### config.mk
export PLATFORM = sky130hd
export DESIGN_NAME = controle_acesso
export DESIGN_NICKNAME = d
export VERILOG_FILES = /design/src/rtl/controle_acesso.sv
export SDC_FILE = /design/constraint.sdc
export NUM_CORES = 1
export LEC_CHECK = 0
export ABC_CLOCK_PERIOD_IN_PS = 1800
export BUFFER_PORTS_ARGS = -buffer_cell sky130_fd_sc_hd__clkbuf_2
export CAP_MARGIN = 30
export CORE_UTILIZATION = 48
export CTS_CLUSTER_DIAMETER = 120
export DETAILED_ROUTE_END_ITERATION = 12
export PLACE_DENSITY_LB_ADDON = 0.12
export SLEW_MARGIN = 10
export SYNTH_ARGS = -nofsm -noshare
export SYNTH_HDL_FRONTEND = slang
export SYNTH_SLANG_ARGS = --single-unit
### constraint.sdc
create_clock -name clk -period 1.8 [get_ports clk]
set_clock_uncertainty 0.2 [all_clocks]
set_input_delay 0.36 -clock clk [delete_from_list [all_inputs] [get_ports clk]]
set_output_delay 0.36 -clock clk [all_outputs]
set_load 0.02 [all_outputs]
### src/rtl/controle_acesso.sv
// Access sequencing for the digital lock: counts consecutive PIN failures,
// times the lockout and unlock windows, grants setup mode on the master PIN.
module controle_acesso #(
  parameter int MAX_TENT = 3,
  parameter int T_TRAVA  = 5,
  parameter int T_BLOQ   = 30,
  parameter int TW       = 8
) (
  input  logic                          clk,
  input  logic                          rst,
  input  logic                          tick,
  input  logic                          senha_fail,
  input  logic                          senha_padrao,
  input  logic                          senha_master,
  input  logic                          setup_done,
  output logic                          tranca_aberta,
  output logic                          bloqueado,
  output logic                          modo_setup,
  output logic [$clog2(MAX_TENT+1)-1:0] tentativas,
  output logic [TW-1:0]                 tempo_restante,
  output logic                          pin_clear
);

  localparam int CW = $clog2(MAX_TENT+1);

  typedef enum logic [1:0] {
    IDLE,
    ABERTO,
    BLOQUEADO,
    SETUP
  } estado_t;

  estado_t       estado;
  estado_t       estado_nx;
  logic          prev_fail;
  logic          prev_padrao;
  logic          prev_master;
  logic          ev_fail;
  logic          ev_padrao;
  logic          ev_master;
  logic [TW-1:0] timer_nx;
  logic [CW-1:0] cnt_nx;
  logic          clr_nx;

  // Verifier flags are level-held; only their rising edges count as verdicts.
  always_comb begin
    ev_fail   = senha_fail   & ~prev_fail;
    ev_padrao = senha_padrao & ~prev_padrao;
    ev_master = senha_master & ~prev_master;
  end

  always_comb begin
    estado_nx = estado;
    timer_nx  = tempo_restante;
    cnt_nx    = tentativas;
    clr_nx    = 1'b0;
    case (estado)
      IDLE: begin
        timer_nx = '0;
        if (ev_master) begin
          estado_nx = SETUP;
          cnt_nx    = '0;
          clr_nx    = 1'b1;
        end else if (ev_padrao) begin
          estado_nx = ABERTO;
          timer_nx  = TW'(T_TRAVA);
          cnt_nx    = '0;
          clr_nx    = 1'b1;
        end else if (ev_fail) begin
          clr_nx = 1'b1;
          if (int'(tentativas) + 1 < MAX_TENT) begin
            cnt_nx = tentativas + CW'(1);
          end else begin
            estado_nx = BLOQUEADO;
            timer_nx  = TW'(T_BLOQ);
            cnt_nx    = '0;
          end
        end
      end
      ABERTO: begin
        // A fresh padrao verdict extends the window even if master rose with it;
        // master itself has no effect here. Reload takes precedence over tick.
        if (ev_padrao) begin
          timer_nx = TW'(T_TRAVA);
          clr_nx   = 1'b1;
        end else if (tick) begin
          if (tempo_restante > TW'(1)) begin
            timer_nx = tempo_restante - TW'(1);
          end else begin
            timer_nx  = '0;
            estado_nx = IDLE;
          end
        end
      end
      BLOQUEADO: begin
        cnt_nx = '0;
        if (tick) begin
          if (tempo_restante > TW'(1)) begin
            timer_nx = tempo_restante - TW'(1);
          end else begin
            timer_nx  = '0;
            estado_nx = IDLE;
          end
        end
      end
      SETUP: begin
        timer_nx = '0;
        if (setup_done) begin
          estado_nx = IDLE;
        end
      end
      default: begin
        estado_nx = IDLE;
        timer_nx  = '0;
        cnt_nx    = '0;
      end
    endcase
  end

  // Status outputs are registered from the next state so they track it exactly.
  always_ff @(posedge clk or negedge rst) begin
    if (!rst) begin
      estado         <= IDLE;
      prev_fail      <= 1'b0;
      prev_padrao    <= 1'b0;
      prev_master    <= 1'b0;
      tempo_restante <= '0;
      tentativas     <= '0;
      pin_clear      <= 1'b0;
      tranca_aberta  <= 1'b0;
      bloqueado      <= 1'b0;
      modo_setup     <= 1'b0;
    end else begin
      estado         <= estado_nx;
      prev_fail      <= senha_fail;
      prev_padrao    <= senha_padrao;
      prev_master    <= senha_master;
      tempo_restante <= timer_nx;
      tentativas     <= cnt_nx;
      pin_clear      <= clr_nx;
      tranca_aberta  <= (estado_nx == ABERTO);
      bloqueado      <= (estado_nx == BLOQUEADO);
      modo_setup     <= (estado_nx == SETUP);
    end
  end

endmodule

==> metrics <==
Synth area leader=dfrtp_1; clk buf depth=2; die width=46.8 um; final-stage net count=137; largest net degree at the start of global routing=20; Routed WL=2.08 mm; WL/cell=13.7 um; critical path capture point type=register; worst hold path class=in2reg; largest register by flop count=tempo_restante; top flop regs=tempo_restante (8), estado (2), tentativas (2); first-pass GRT wire length=3.25 mm; top-area cell type share of the netlist area=49.4%; gr ovfl total=0; Global Route Usage Sum=21.6%; Setup violations, final=0; Yosys warning total=0; Fin. Hold Viols=0; final slew viol count=0; layout cells sized above 1=29.9%; postcts setup bufs=0; Area Growth Syn to Fin=25.7%; Critical Path RT=1.79 ns; # placed instances=144; die height=46.8 um; core area=1800 um2; # IOs=21; r2r setup slk=0.09 ns; clock-pin slew on the worst setup and hold paths=0.11 ns; fmax=0.574 GHz; CTS tree=yes; via density per instance=5.52; Final Critical Period=1.74 ns; sequential-to-total area share from yosys stat=49.4%; final period utilization=96.8%; synthesized instance count=97; Final Non-Filler Cells=152; CP endpoint=tempo_restante[4]$_DFF_PN0_; vias in the first global route=751; reg2reg end=estado[1]$_DFF_PN0_; drt drc=0; antenna violations before repair=0; Critical Path AT=1.74 ns; TritonCTS buffer count=3; max reg flops=8; RR Startpoint=tempo_restante[5]$_DFF_PN0_; Mean Syn Cell Area=9.93 um2; PwrDens=1630 nW/um2; IO buf count=20; worst-path maximum fanout=6; std cell rows=15; outcome=finished clean; Clock Tree Root=clkbuf_4; Leak=0.568 nW; die footprint=2190 um2; Cell variety after synth=34; Rel. slew slack=68.2%; Starting Density=53.5%; total of max-cap violations=0; clk_lat worst skew=0.30 ns; syn nets=106; dominant cells by area after synthesis=dfrtp_1, nor2_1, nand2b_1; DP Wirelength=1.47 mm; RSZ-0062 raised after global routing=yes; Via Count=839; Worst Setup SP=senha_padrao; Sink Count=19; R2R depth=4; First-pass DRT Iterations=4; DRT iter0 DRCs=25; H-Tree Depth=1; CP Launch Type=input pin; GPL Wtd Cong=0.839; Yosys reg bits=19; TNS Setup=0 ns; antenna cells=0; Worst-Margin Slew=0.477 ns; WS Path Type=in2reg; antenna viol nets, final=0; Synth Cell Area=963 um2; VDD IR max=843 uV
worst max-delay path, stage by stage:
cell,delay (ns)
dlygate4sd3_1,0.53
clkbuf_2,0.13
nor2b_1,0.32
o21ai_1,0.15
nand2_2,0.14
o21ai_0,0.10
layout make-up:
cell class                 count  area, um2
multi-input combinational     72        492
timing repair buffer          28        170
tap                           25       31.3
sequential                    19        475
clock inverter                 1       5.00
inverter                       4       15.0
clock buffer                   3       22.5
fill                         154        591
cells by family after synthesis:
logic type	after synthesis	synth area share, %
multiplexers	1	1.17
buffers and inverters	6	2.34
AND/OR/NAND/NOR	40	23.1
XOR/XNOR	5	4.55
flip-flops	19	49.4
adder cells (fa/ha/maj)	2	2.60
AO/OA/AOI/OAI	24	16.9
Yosys cell counts (all sizes together):
cell type and instances:
a21oi 3, nor4b 2, o31ai 1, a2111oi 1
o211ai 2, a211oi 1, xor2 2, nand2b 6
o2111ai 1, a31oi 1, a22o 1, nor3 4
o22ai 2, a2bb2oi 1, a22oi 1, nand2 8
a41o 1, clkbuf 2, nor2 12, ha 2
nor4 2, o2bb2ai 1, or2 1, inv 4
o21ai 6, dfrtp 19, nand3b 2, xnor2 3
nand3 1, a21o 1, nor2b 2, mux2 1
what timing repair did:
| item | CTS | global route |
|---|---|---|
| cloned | 0 | 0 |
| resized for setup | 1 | 7 |
| endpoints found under the setup margin | 5 | 9 |
| endpoints found under the hold margin | 22 | 0 |
| hold buffers | 4 | 0 |
placed cells by master, fill, tap and decap left out, drive strengths merged:
master       netlist  final
a2bb2oi            1      1
mux2               1      1
nand2              8      8
ha                 2      2
inv                4      4
dfrtp             19     19
xnor2              3      3
a31oi              1      1
nor4b              2      2
a41o               1      1
nand3              1      1
o31ai              1      1
a21oi              3      3
a211oi             1      1
nor2b              2      2
clkinv             0      1
dlygate4sd3        0      4
o2bb2ai            1      1
o21ai              6      6
a2111oi            1      1
o211ai             2      2
nand3b             2      2
buf                0      4
clkbuf             2     23
a22o               1      1
o2111ai            1      1
or2                1      1
o22ai              2      2
a22oi              1      1
nor2              12     12
nor4               2      2
nor3               4      4
nand2b             6      6
a21o               1      1
xor2               2      2
per-stage QoR:
step                      power (W)  setup WS, ns  hold WS, ns  instance area (um2)  util, %
final                       0.00198        0.0581        0.148                 1210     67.2
after global placement      0.00165        0.0545        0.132                 1120     62.0
after floorplan             0.00136        0.0259       -0.136                  963        -
after CTS                   0.00192        0.0224        0.149                 1190     66.1
after detailed placement    0.00167       -0.0373        0.140                 1120     62.0
after global routing        0.00212       -0.0223        0.165                 1210     67.2
worst min-delay path by stage:
stage / start / endpoint / slack [ns] / depth (start not counted)
6_report: setup_done / modo_setup$_DFF_PN0_ / 0.15 / 3
5_1_grt: setup_done / modo_setup$_DFF_PN0_ / 0.17 / 3
4_1_cts: setup_done / modo_setup$_DFF_PN0_ / 0.15 / 3
3_5_place_dp: rst / bloqueado$_DFF_PN0_ / 0.14 / 1
3_3_place_gp: rst / bloqueado$_DFF_PN0_ / 0.13 / 1
2_1_floorplan: rst / bloqueado$_DFF_PN0_ / -0.14 / 0
routing by layer:
layer	part of all wire [%]	global-route usage [%]	vias up
li1	-	-	409
met1	47	29.1	393
met2	47	34.2	32
met3	3.9	3.46	5
met4	2.1	10.3	0
met5	0	0	-
power by group:
group          internal, W  total [W]  leakage (nW)  switching (W)
combinational     0.000444    0.00104         0.307       0.000595
sequential        0.000556   0.000716         0.243       0.000160
clock            0.0000829   0.000220        0.0177       0.000137
total              0.00108    0.00198         0.568       0.000893
Power figures use the tool's default switching activity.
